==> src/rtl/ro_sweep_ctrl.sv <==
// ro_sweep_ctrl: measurement sequencer for a bank of ring-oscillator sensor cells that share
// one edge counter. For each unmasked RO, in ascending index order, it selects the cell,
// clears the counter, runs the RO to let it settle, and opens the counting gate for
// WINDOW_CYC reference clocks. It then stops the RO, waits for the asynchronous counter to
// ripple out, and captures the count. A sweep runs once per i_Start, or repeats continuously.
//
// Ports
//   i_Clk, i_Rst     reference clock (rising edge), asynchronous active-high reset
//   i_Start          begin one sweep; honoured only while idle
//   i_Continuous     restart the sweep automatically at its end (sampled in END only)
//   i_Mask           per-RO include bits, latched at each sweep start
//   i_Cnt_Value      shared counter value, sampled in CAPTURE
//   o_RO_Enable      enable of the selected RO cell
//   o_RO_Sel         one-hot RO select
//   o_Cnt_Clr        synchronous clear request to the shared counter
//   o_Cnt_Gate       counter gate (counter accumulates only while high)
//   o_Result         last captured count
//   o_Result_Idx     RO index of o_Result
//   o_Valid          one-cycle pulse when o_Result/o_Result_Idx update
//   o_Sweep_Done     one-cycle pulse at the end of each sweep
//   o_Busy           high in every state except IDLE
module ro_sweep_ctrl #(
  parameter int unsigned NUM_RO     = 4,
  parameter int unsigned CNT_W      = 16,
  parameter int unsigned SETTLE_CYC = 8,
  parameter int unsigned WINDOW_CYC = 256,
  parameter int unsigned HOLD_CYC   = 4,
  localparam int unsigned IdxW      = (NUM_RO > 1) ? $clog2(NUM_RO) : 1
) (
  input  logic             i_Clk,
  input  logic             i_Rst,
  input  logic             i_Start,
  input  logic             i_Continuous,
  input  logic [NUM_RO-1:0] i_Mask,
  input  logic [CNT_W-1:0] i_Cnt_Value,
  output logic             o_RO_Enable,
  output logic [NUM_RO-1:0] o_RO_Sel,
  output logic             o_Cnt_Clr,
  output logic             o_Cnt_Gate,
  output logic [CNT_W-1:0] o_Result,
  output logic [IdxW-1:0]  o_Result_Idx,
  output logic             o_Valid,
  output logic             o_Sweep_Done,
  output logic             o_Busy
);

  localparam int unsigned MaxSh  = (SETTLE_CYC > HOLD_CYC) ? SETTLE_CYC : HOLD_CYC;
  localparam int unsigned MaxCyc = (WINDOW_CYC > MaxSh) ? WINDOW_CYC : MaxSh;
  localparam int unsigned TmrW   = (MaxCyc > 1) ? $clog2(MaxCyc + 1) : 1;

  typedef enum logic [2:0] {
    StIdle,
    StClear,
    StSettle,
    StGate,
    StHold,
    StCapture,
    StEnd
  } state_e;

  state_e              state_q, state_d;
  logic [IdxW-1:0]     idx_q, idx_d;
  logic [NUM_RO-1:0]   mask_q, mask_d;
  logic [TmrW-1:0]     tmr_q, tmr_d;
  logic [CNT_W-1:0]    result_q, result_d;
  logic [IdxW-1:0]     result_idx_q, result_idx_d;
  logic                valid_q, valid_d;
  logic                done_q, done_d;
  logic                en_q, en_d;
  logic [NUM_RO-1:0]   sel_q, sel_d;
  logic                clr_q, clr_d;
  logic                gate_q, gate_d;
  logic                busy_q, busy_d;
  logic [IdxW:0]       nxt;

  // Lowest set mask bit at index >= from; MSB of the result flags "found".
  function automatic logic [IdxW:0] first_from(input logic [NUM_RO-1:0] mask, input int from);
    logic [IdxW:0] r;
    r = '0;
    for (int i = int'(NUM_RO) - 1; i >= 0; i--) begin
      if (mask[i] && (i >= from)) begin
        r = {1'b1, IdxW'(i)};
      end
    end
    return r;
  endfunction

  // Next-state logic; valid/done are raised on exit from CAPTURE/END.
  always_comb begin
    state_d      = state_q;
    idx_d        = idx_q;
    mask_d       = mask_q;
    tmr_d        = tmr_q;
    result_d     = result_q;
    result_idx_d = result_idx_q;
    valid_d      = 1'b0;
    done_d       = 1'b0;
    nxt          = '0;
    case (state_q)
      StIdle: begin
        if (i_Start) begin
          mask_d = i_Mask;
          nxt    = first_from(i_Mask, 0);
          if (nxt[IdxW]) begin
            idx_d   = nxt[IdxW-1:0];
            state_d = StClear;
          end else begin
            state_d = StEnd;
          end
        end
      end
      StClear: begin
        tmr_d   = TmrW'(SETTLE_CYC - 1);
        state_d = StSettle;
      end
      StSettle: begin
        if (tmr_q == '0) begin
          tmr_d   = TmrW'(WINDOW_CYC - 1);
          state_d = StGate;
        end else begin
          tmr_d = tmr_q - TmrW'(1);
        end
      end
      StGate: begin
        if (tmr_q == '0) begin
          tmr_d   = TmrW'(HOLD_CYC - 1);
          state_d = StHold;
        end else begin
          tmr_d = tmr_q - TmrW'(1);
        end
      end
      StHold: begin
        if (tmr_q == '0) begin
          state_d = StCapture;
        end else begin
          tmr_d = tmr_q - TmrW'(1);
        end
      end
      StCapture: begin
        valid_d      = 1'b1;
        result_d     = i_Cnt_Value;
        result_idx_d = idx_q;
        nxt          = first_from(mask_q, int'(idx_q) + 1);
        if (nxt[IdxW]) begin
          idx_d   = nxt[IdxW-1:0];
          state_d = StClear;
        end else begin
          state_d = StEnd;
        end
      end
      StEnd: begin
        done_d = 1'b1;
        if (i_Continuous) begin
          // Restart re-latches the mask; an empty mask keeps cycling through END.
          mask_d = i_Mask;
          nxt    = first_from(i_Mask, 0);
          if (nxt[IdxW]) begin
            idx_d   = nxt[IdxW-1:0];
            state_d = StClear;
          end else begin
            state_d = StEnd;
          end
        end else begin
          state_d = StIdle;
        end
      end
      default: state_d = StIdle;
    endcase
  end

  // Control outputs are registered from the next state so they align with the state itself.
  always_comb begin
    sel_d  = '0;
    en_d   = 1'b0;
    clr_d  = 1'b0;
    gate_d = 1'b0;
    unique case (state_d)
      StClear: begin
        sel_d = NUM_RO'(1) << idx_d;
        clr_d = 1'b1;
      end
      StSettle: begin
        sel_d = NUM_RO'(1) << idx_d;
        en_d  = 1'b1;
      end
      StGate: begin
        sel_d  = NUM_RO'(1) << idx_d;
        en_d   = 1'b1;
        gate_d = 1'b1;
      end
      StHold, StCapture: begin
        sel_d = NUM_RO'(1) << idx_d;
      end
      default: ;
    endcase
    busy_d = (state_d != StIdle);
  end

  always_ff @(posedge i_Clk or posedge i_Rst) begin
    if (i_Rst) begin
      state_q      <= StIdle;
      idx_q        <= '0;
      mask_q       <= '0;
      tmr_q        <= '0;
      result_q     <= '0;
      result_idx_q <= '0;
      valid_q      <= 1'b0;
      done_q       <= 1'b0;
      en_q         <= 1'b0;
      sel_q        <= '0;
      clr_q        <= 1'b0;
      gate_q       <= 1'b0;
      busy_q       <= 1'b0;
    end else begin
      state_q      <= state_d;
      idx_q        <= idx_d;
      mask_q       <= mask_d;
      tmr_q        <= tmr_d;
      result_q     <= result_d;
      result_idx_q <= result_idx_d;
      valid_q      <= valid_d;
      done_q       <= done_d;
      en_q         <= en_d;
      sel_q        <= sel_d;
      clr_q        <= clr_d;
      gate_q       <= gate_d;
      busy_q       <= busy_d;
    end
  end

  assign o_RO_Enable  = en_q;
  assign o_RO_Sel     = sel_q;
  assign o_Cnt_Clr    = clr_q;
  assign o_Cnt_Gate   = gate_q;
  assign o_Result     = result_q;
  assign o_Result_Idx = result_idx_q;
  assign o_Valid      = valid_q;
  assign o_Sweep_Done = done_q;
  assign o_Busy       = busy_q;

endmodule

==> config.mk <==
export PLATFORM = sky130hd
export DESIGN_NAME = ro_sweep_ctrl
export DESIGN_NICKNAME = d
export VERILOG_FILES = /design/src/rtl/ro_sweep_ctrl.sv
export SDC_FILE = /design/constraint.sdc
export NUM_CORES = 1
export LEC_CHECK = 0
export BUFFER_PORTS_ARGS = -buffer_cell sky130_fd_sc_hd__buf_2
export CAP_MARGIN = 30
export CORE_MARGIN = 5
export CORE_UTILIZATION = 57
export CTS_CLUSTER_DIAMETER = 40
export DETAILED_ROUTE_END_ITERATION = 10
export PLACE_DENSITY = 0.86
export SYNTH_ARGS = -nofsm -noshare
export SYNTH_HDL_FRONTEND = slang
export SYNTH_SLANG_ARGS = --single-unit
==> constraint.sdc <==
create_clock -name i_Clk -period 3.6 [get_ports i_Clk]
set_clock_uncertainty 0.15 [all_clocks]
set_input_delay 0.54 -clock i_Clk [delete_from_list [all_inputs] [get_ports i_Clk]]
set_output_delay 0.54 -clock i_Clk [all_outputs]
set_load 0.05 [all_outputs]
==> qor.csv, run 1 <==
stage;metric;value;unit
placed_design;gp weighted congestion;0.8295;
cells_and_area;# fillers;274;
timing;Max Freq;404.2;MHz
drt;number of remaining DRC errors;0;
setup_path;critical path class;reg -> reg;
cells_and_area;fin nets;302;
floorplanning;Chip Width;71.52;um
cells_and_area;post-route cell area;2519;um2
drt;Detailed Route WL;4499;um
global_route;first-pass GRT wire length;7645;um
synthesis;Mapped Avg Cell Area;9.379;um2
clock_network;Post-CTS Repair Setup Buffers;0;
power;Power, Total;1.652;mW
run_status;status;finished, final reports clean;
synthesis;number of library cell types mapped by synthesis;51;
setup_path;worst r2r dst;o_RO_Sel[2]$_DFF_PP0_;
setup_path;worst r2r src;state_q[1]$_DFF_PP0_;
timing;final setup fails;0;
clock_network;H-tree depth;2;
synthesis;synthesized instance count;230;
synthesis;post-synthesis register bit count;45;
clock_network;CTS tree;done;
floorplanning;initial core utilization;58.92;%
run;MaxCap Viol Count;0;
setup_path;r2r worst-path depth;4;
setup_path;CP arrival;2.53;ns
floorplanning;IO Count;52;
placed_design;I/O Buffers;51;
synthesis;Warnings, synthesis;0;
cells_and_area;share of layout cells above drive strength 1;24.19;%
clock_network;clk sink count;45;
synthesis;top cells by area, synth;dfrtp_1 (52%), nand2_1 (10%), nor2_1 (2.6%);
synthesis;syn nets;255;
timing;Final Hold Viols;0;
global_route;vias in the first global route;1690;
cells_and_area;Antenna Cells;0;
power;VDD IR max;333.7;uV
floorplanning;die height;71.52;um
cells_and_area;commonest non-fill, non-tap cell in the layout;nand2_1;
floorplanning;Core Area;3661;um2
clock_network;Clk pin slew, worst setup/hold paths;0.08;ns
synthesis;Async SR Flop Fraction;100.0;%
synthesis;synthesized area;2157;um2
drt;WL per Instance;13.84;um
cells_and_area;Final Util;68.80;%
setup_path;Critical Path RT;3.66;ns
global_route;GRT Overall Usage;18.74;%
global_route;grt ovf;0;
drt;post-route ant nets;0;
global_route;pin count of the biggest net entering global routing;46;
setup_path;CP Max Fanout;25;
setup_path;R2R setup slack;1.13;ns
setup_path;CP delay by family, top;simple AND/OR/NAND/NOR gates;
synthesis;Synth Flop Type;dfrtp_1;
setup_path;slowest stage cell, crit path;dfrtp_1;
placed_design;DP Cell Count;318;
power;Power Density;655.9;nW/um2
synthesis;EDFF count, synth;0;
power;Leakage;1.234;nW
setup_path;WP buf/inv;0;
timing;max-slew violations;0;
placed_design;placed cell area;2415;um2
clock_network;Num CTS Buffers;5;
drt;via density per instance;5.511;
synthesis;post-synthesis sequential area ratio;52.20;%
clock_network;clock latency on the worst-skew pair;0.30;ns
setup_path;CP Cell Sequence;or2_1 > o31ai_1 > a311o_1 > nor3_1;
timing;crit path time final;2.474;ns
clock_network;PostCTS Resize Cnt;0;
clock_network;cts hold-fix bufs;0;
cells_and_area;final cell count without fillers;325;
timing;Setup TNS;0;ns
setup_path;CP endpoint kind;register;
setup_path;Crit path largest cell delay;0.71;ns
synthesis;cell taking the most area after synthesis;dfrtp_1;
drt;Iteration-0 DRC Markers;111;
cells_and_area;most frequent cells in the layout;nand2_1 (58), buf_2 (51), dfrtp_1 (45), nor2_1 (15);
drt;vias post-DR;1791;
timing;actual slew at the worst max-slew pin;0.7898;ns
hold_path;hold crit path type;in -> async;
timing;unrepaired setup endpoints after global routing;no;
floorplanning;# rows;22;
timing;slew margin rel.;47.35;%
setup_path;Setup crit start kind;register;
drt;Pre-antenna DRT Iters;7;
global_route;antenna violations before repair;0;
clock_network;Max Root-Sink Buffers;2;
clock_network;CTS root buf;clkbuf_8;
cells_and_area;layout overhead on the synthesized area;16.76;%
floorplanning;die area;5114;um2
timing;fin crit share;68.72;%
placed_design;DP Wirelength;3151;um
synthesis;share of the synthesized area in the top cell type;52.20;%
setup_path;CP Depth;4;
[layout make-up]
cell class	count	area, um2	area share [%]
clock inverters	2	35.03	1.391
clock buffers	5	68.82	2.732
multi-input cells	164	932.1	37.01
well taps	48	60.06	2.384
repair buffers	52	262.8	10.43
inverters	9	33.78	1.341
flip-flops and latches	45	1126	44.71
[flip-flops by register name, indices dropped and copies added (netlist names), 2 cells and up]
| name | count |
|---|---|
| o_Result_Idx | 2 |
| state_q | 3 |
| o_Result | 16 |
| o_RO_Sel | 4 |
| idx_q | 2 |
| mask_q | 3 |
| tmr_q | 9 |
[worst max-delay path by stage]
stage | slack (ns) | start | end
6_report | 1.13 | state_q[1]$_DFF_PP0_ | o_RO_Sel[2]$_DFF_PP0_
4_1_cts | 1.11 | state_q[1]$_DFF_PP0_ | o_RO_Sel[0]$_DFF_PP0_
2_1_floorplan | 1.64 | tmr_q[1]$_DFFE_PP0P_ | state_q[0]$_DFF_PP0_
5_1_grt | 0.87 | state_q[1]$_DFF_PP0_ | o_RO_Sel[2]$_DFF_PP0_
3_5_place_dp | 1.13 | state_q[1]$_DFF_PP0_ | o_RO_Sel[0]$_DFF_PP0_
3_3_place_gp | 1.23 | state_q[1]$_DFF_PP0_ | o_RO_Sel[3]$_DFF_PP0_
[layer usage]
layer	global-route usage [%]	wire length, um	up-vias
met3	5.189	350	9
li1	-	-	890
met2	28.06	2011	59
met5	0	0	-
met1	26.34	2066	833
met4	6.263	70	0
[where the power goes]
part / total (mW) / leakage (nW) / switching, mW / internal [mW]
combinational: 0.551 / 0.642 / 0.359 / 0.191
clock: 0.367 / 0.0540 / 0.165 / 0.202
sequential: 0.734 / 0.538 / 0.110 / 0.624
total: 1.65 / 1.23 / 0.635 / 1.02
[tightest hold or removal path: stages]
cell and delay, ns:
buf_2 0.10, clkinv_1 0.03, buf_4 0.43
[Yosys cell counts, types with 2 or more instances]
cell       n
a31oi_1    3
clkbuf_1   6
nand3_1    7
buf_6      2
nor3b_2    2
nand2b_1   4
dfrtp_1   45
nand2_1   58
nor4_1     2
nor3_1     7
a311oi_1   2
o22ai_1    3
mux2_1     3
and2_1     2
o21ai_0    3
a21oi_1    5
nor2b_1    7
and3_1     5
buf_2      4
o31ai_1    3
inv_1      8
a21o_1     2
nor2_1    15
o21ai_1    3
a211oi_1   3
[cells by family (layout without fill, tap and decap cells)]
family / after synthesis / after routing / share of synthesized area [%]
AO/OA/AOI/OAI: 40 / 40 / 13.92
XOR/XNOR: 2 / 2 / 0.8122
adder cells (fa/ha/maj): 1 / 1 / 0.5800
buffers and inverters: 21 / 68 / 4.582
flip-flops: 45 / 45 / 52.20
multiplexers: 4 / 4 / 2.088
AND/OR/NAND/NOR: 117 / 117 / 25.81
[metrics by stage]
stage                     setup slack (ns)  hold WS [ns]
after global routing                0.8651        0.2605
after detailed placement             1.134        0.3111
after CTS                            1.110        0.2312
after global placement               1.231        0.3036
after floorplan                      1.637        0.3208
final                                1.126        0.2002
Power figures use the tool's default switching activity.
==> run 2, diff against run 1 <==
Settings changed: CORE_UTILIZATION 57 to 53, PLACE_DENSITY 0.86 to 0.81.
Clock period 3.6 ns to 2.6 ns, I/O delays scaled along.
==> run 2 against run 1 <==
  * Count of clock-buffer cells in the layout rose by 2
  * Cell count rose by 2.5%
  * Via count fell by 0.78%
  * Critical endpoint is now o_RO_Sel[3]$_DFF_PP0_
  * Routed wire length grew 2.2%
  * Final area rose by 2.1%
  * Highest routed layer unchanged
  * Worst hold slack worse by 0.13 ns
  * Critical path type unchanged
==> qor.csv, run 2 (synthesis results as in run 1) <==
stage;metric;value;unit;change
setup_path;critical path class;reg -> reg;;
cells_and_area;Largest register FFs;16;;unchanged
placed_design;I/O Buffers;51;;unchanged
cells_and_area;layout overhead on the synthesized area;19.20;%;
timing;Setup TNS;0;ns;unchanged
floorplanning;initial core utilization;54.32;%;-4.6 points
cells_and_area;footprint of the multi-input gates;932.1;um2;unchanged
setup_path;slowest stage cell, crit path;dfrtp_1;;
timing;fin crit share;87.13;%;+18 points
drt;Detailed Route WL;4598;um;+2.2%
clock_network;cts hold-fix bufs;0;;unchanged
drt;post-route ant nets;0;;unchanged
clock_network;Clk pin slew, worst setup/hold paths;0.08;ns;about the same
clock_network;Num CTS Buffers;5;;unchanged
timing;unrepaired setup endpoints after global routing;no;;
setup_path;CP Cell Sequence;inv_1 > a31oi_2 > nor2_1 > o32ai_2 > inv_1 > and3_1;;
setup_path;Crit path largest cell delay;0.67;ns;-0.04 ns
clock_network;Post-CTS Repair Setup Buffers;0;;unchanged
clock_network;PostCTS Resize Cnt;0;;unchanged
global_route;grt ovf;0;;unchanged
clock_network;CTS root buf;clkbuf_8;;
run;MaxCap Viol Count;0;;unchanged
power;Comb pwr share;33.6;%;+0.3 points
setup_path;CP delay by family, top;compound AO/OA/AOI/OAI gates;;
drt;vias post-DR;1777;;-0.78%
global_route;pin count of the biggest net entering global routing;46;;unchanged
floorplanning;Core Area;3971;um2;+8.5%
cells_and_area;most frequent cells in the layout;nand2_1 (58), buf_2 (51), dfrtp_1 (45), nor2_1 (15);;
timing;final setup fails;0;;unchanged
setup_path;Setup crit start kind;register;;
drt;Pre-antenna DRT Iters;4;;-3
setup_path;WP buf/inv;2;;+2
setup_path;critical path launch point;state_q[2]$_DFF_PP0_;;
timing;Max Freq;441.4;MHz;+9.2%
setup_path;most used cell, CP;inv_1;;
power;Leakage;1.260;nW;+2.1%
global_route;first-pass GRT wire length;7817;um;+2.2%
setup_path;Critical Path RT;2.64;ns;-1.02 ns
clock_network;H-tree depth;2;;unchanged
timing;Final Hold Viols;0;;unchanged
floorplanning;# rows;23;;+4.5%
setup_path;CP arrival;2.31;ns;-0.22 ns
timing;actual slew at the worst max-slew pin;0.6597;ns;-0.1301 ns
cells_and_area;Antenna Cells;0;;unchanged
drt;WL per Instance;13.81;um;-0.25%
placed_design;DP Cell Count;325;;+2.2%
drt;via density per instance;5.336;;-3.2%
cells_and_area;final cell count without fillers;333;;+2.5%
global_route;antenna violations before repair;0;;unchanged
setup_path;CP endpoint kind;register;;
timing;min setup slack post-route;0.3345;ns;-0.7917 ns
cells_and_area;fin nets;307;;+1.7%
power;Switching Power;0.8702;mW;+37%
drt;Iteration-0 DRC Markers;74;;-33%
floorplanning;die height;73.80;um;+3.2%
run_status;status;finished, final reports clean;;
cells_and_area;share of layout cells above drive strength 1;25.44;%;+1.3 points
power;Internal Power;1.453;mW;+43%
clock_network;Max Root-Sink Buffers;2;;unchanged
power;Switching Share;37.45;%;-0.96 points
setup_path;worst r2r src;state_q[2]$_DFF_PP0_;;
power;Seq pwr share;43.4;%;-1.0 points
placed_design;dpl ws;0.3657;ns;-0.7681 ns
placed_design;gp weighted congestion;0.8811;;+6.2%
setup_path;CP Max Fanout;18;;-28%
cells_and_area;# fillers;324;;+18%
power;VDD IR max;530.4;uV;+59%
clock_network;CTS tree;done;;
floorplanning;Chip Width;73.80;um;+3.2%
clock_network;clock latency on the worst-skew pair;0.30;ns;about the same
timing;crit path time final;2.265;ns;-0.2083 ns
global_route;GRT Overall Usage;18.60;%;-0.14 points
cells_and_area;commonest non-fill, non-tap cell in the layout;nand2_1;;
cells_and_area;sequential cell area;1126;um2;unchanged
timing;max-slew violations;0;;unchanged
floorplanning;IO Count;52;;unchanged
floorplanning;die area;5446;um2;+6.5%
power;Power Density;903.6;nW/um2;+38%
hold_path;hold crit path type;in -> async;;
power;Clock Power Share;23.0;%;+0.8 points
placed_design;DP Wirelength;3328;um;+5.6%
timing;slew margin rel.;55.61;%;+8.3 points
drt;number of remaining DRC errors;0;;unchanged
clock_network;clk sink count;45;;unchanged
global_route;vias in the first global route;1734;;+2.6%
run 2: changes by cell type in the layout (fill, tap and decap cells not counted):
cell / delta
clkinv_2: -1
buf_4: +5
clkbuf_8: +1
clkbuf_1: +1
run 2: per-stage QoR:
stage | power (mW) | utilization, % | hold slack (ns) | area (um2)
floorplan | 1.603 | - | 0.3208 | 2157
global placement | 1.785 | 61.81 | 0.3028 | 2455
detailed placement | 1.800 | 61.81 | 0.3075 | 2455
CTS | 2.346 | 64.74 | 0.08602 | 2571
global route | 2.476 | 64.74 | 0.1336 | 2571
finish | 2.323 | 64.74 | 0.06642 | 2571
run 2: worst min-delay path: cells and delay by family:
| kind | cells | cell delay [ns] |
|---|---|---|
| buffers and inverters | 3 | 0.58 |
run 2: layout make-up:
type                    instances  area share (%)
inverters                       9           1.314
clock buffers                   7           3.358
repair buffers                 57           11.68
clock inverters                 1           1.168
multi-input cells             164           36.25
well taps                      50           2.433
flip-flops and latches         45           43.80
run 2: power groups by stage:
stage          Sequential [mW]  Clock (mW)  Combinational (mW)
3_3_place_gp              1.01           0               0.771
4_1_cts                   1.00       0.552               0.790
6_report                  1.01       0.534               0.781
5_1_grt                   1.03       0.574               0.868
2_1_floorplan             1.20           0               0.399
3_5_place_dp              1.02           0               0.784
run 2: worst paths after layout:
check / to / cells after the start / slack [ns]
worst min-delay path: o_Result[0]$_DFFE_PP0P_ / 3 / 0.07
worst max-delay path: o_RO_Sel[3]$_DFF_PP0_ / 6 / 0.33
min in group i_Clk: o_Result[15]$_DFFE_PP0P_ / 3 / 0.13
worst min register to register: o_Result[15]$_DFFE_PP0P_ / 2 / 0.32
worst max register to register: o_RO_Sel[3]$_DFF_PP0_ / 6 / 0.33
max in group asynchronous: tmr_q[8]$_DFFE_PP0P_ / 3 / 1.86
run 2: routing by layer:
metal	track usage, %	vias to the layer above	routed length (um)
met3	4.788	7	375
met1	24.49	814	2095
met4	6.439	0	60
li1	-	903	-
met5	0	-	0
met2	29.72	53	2066
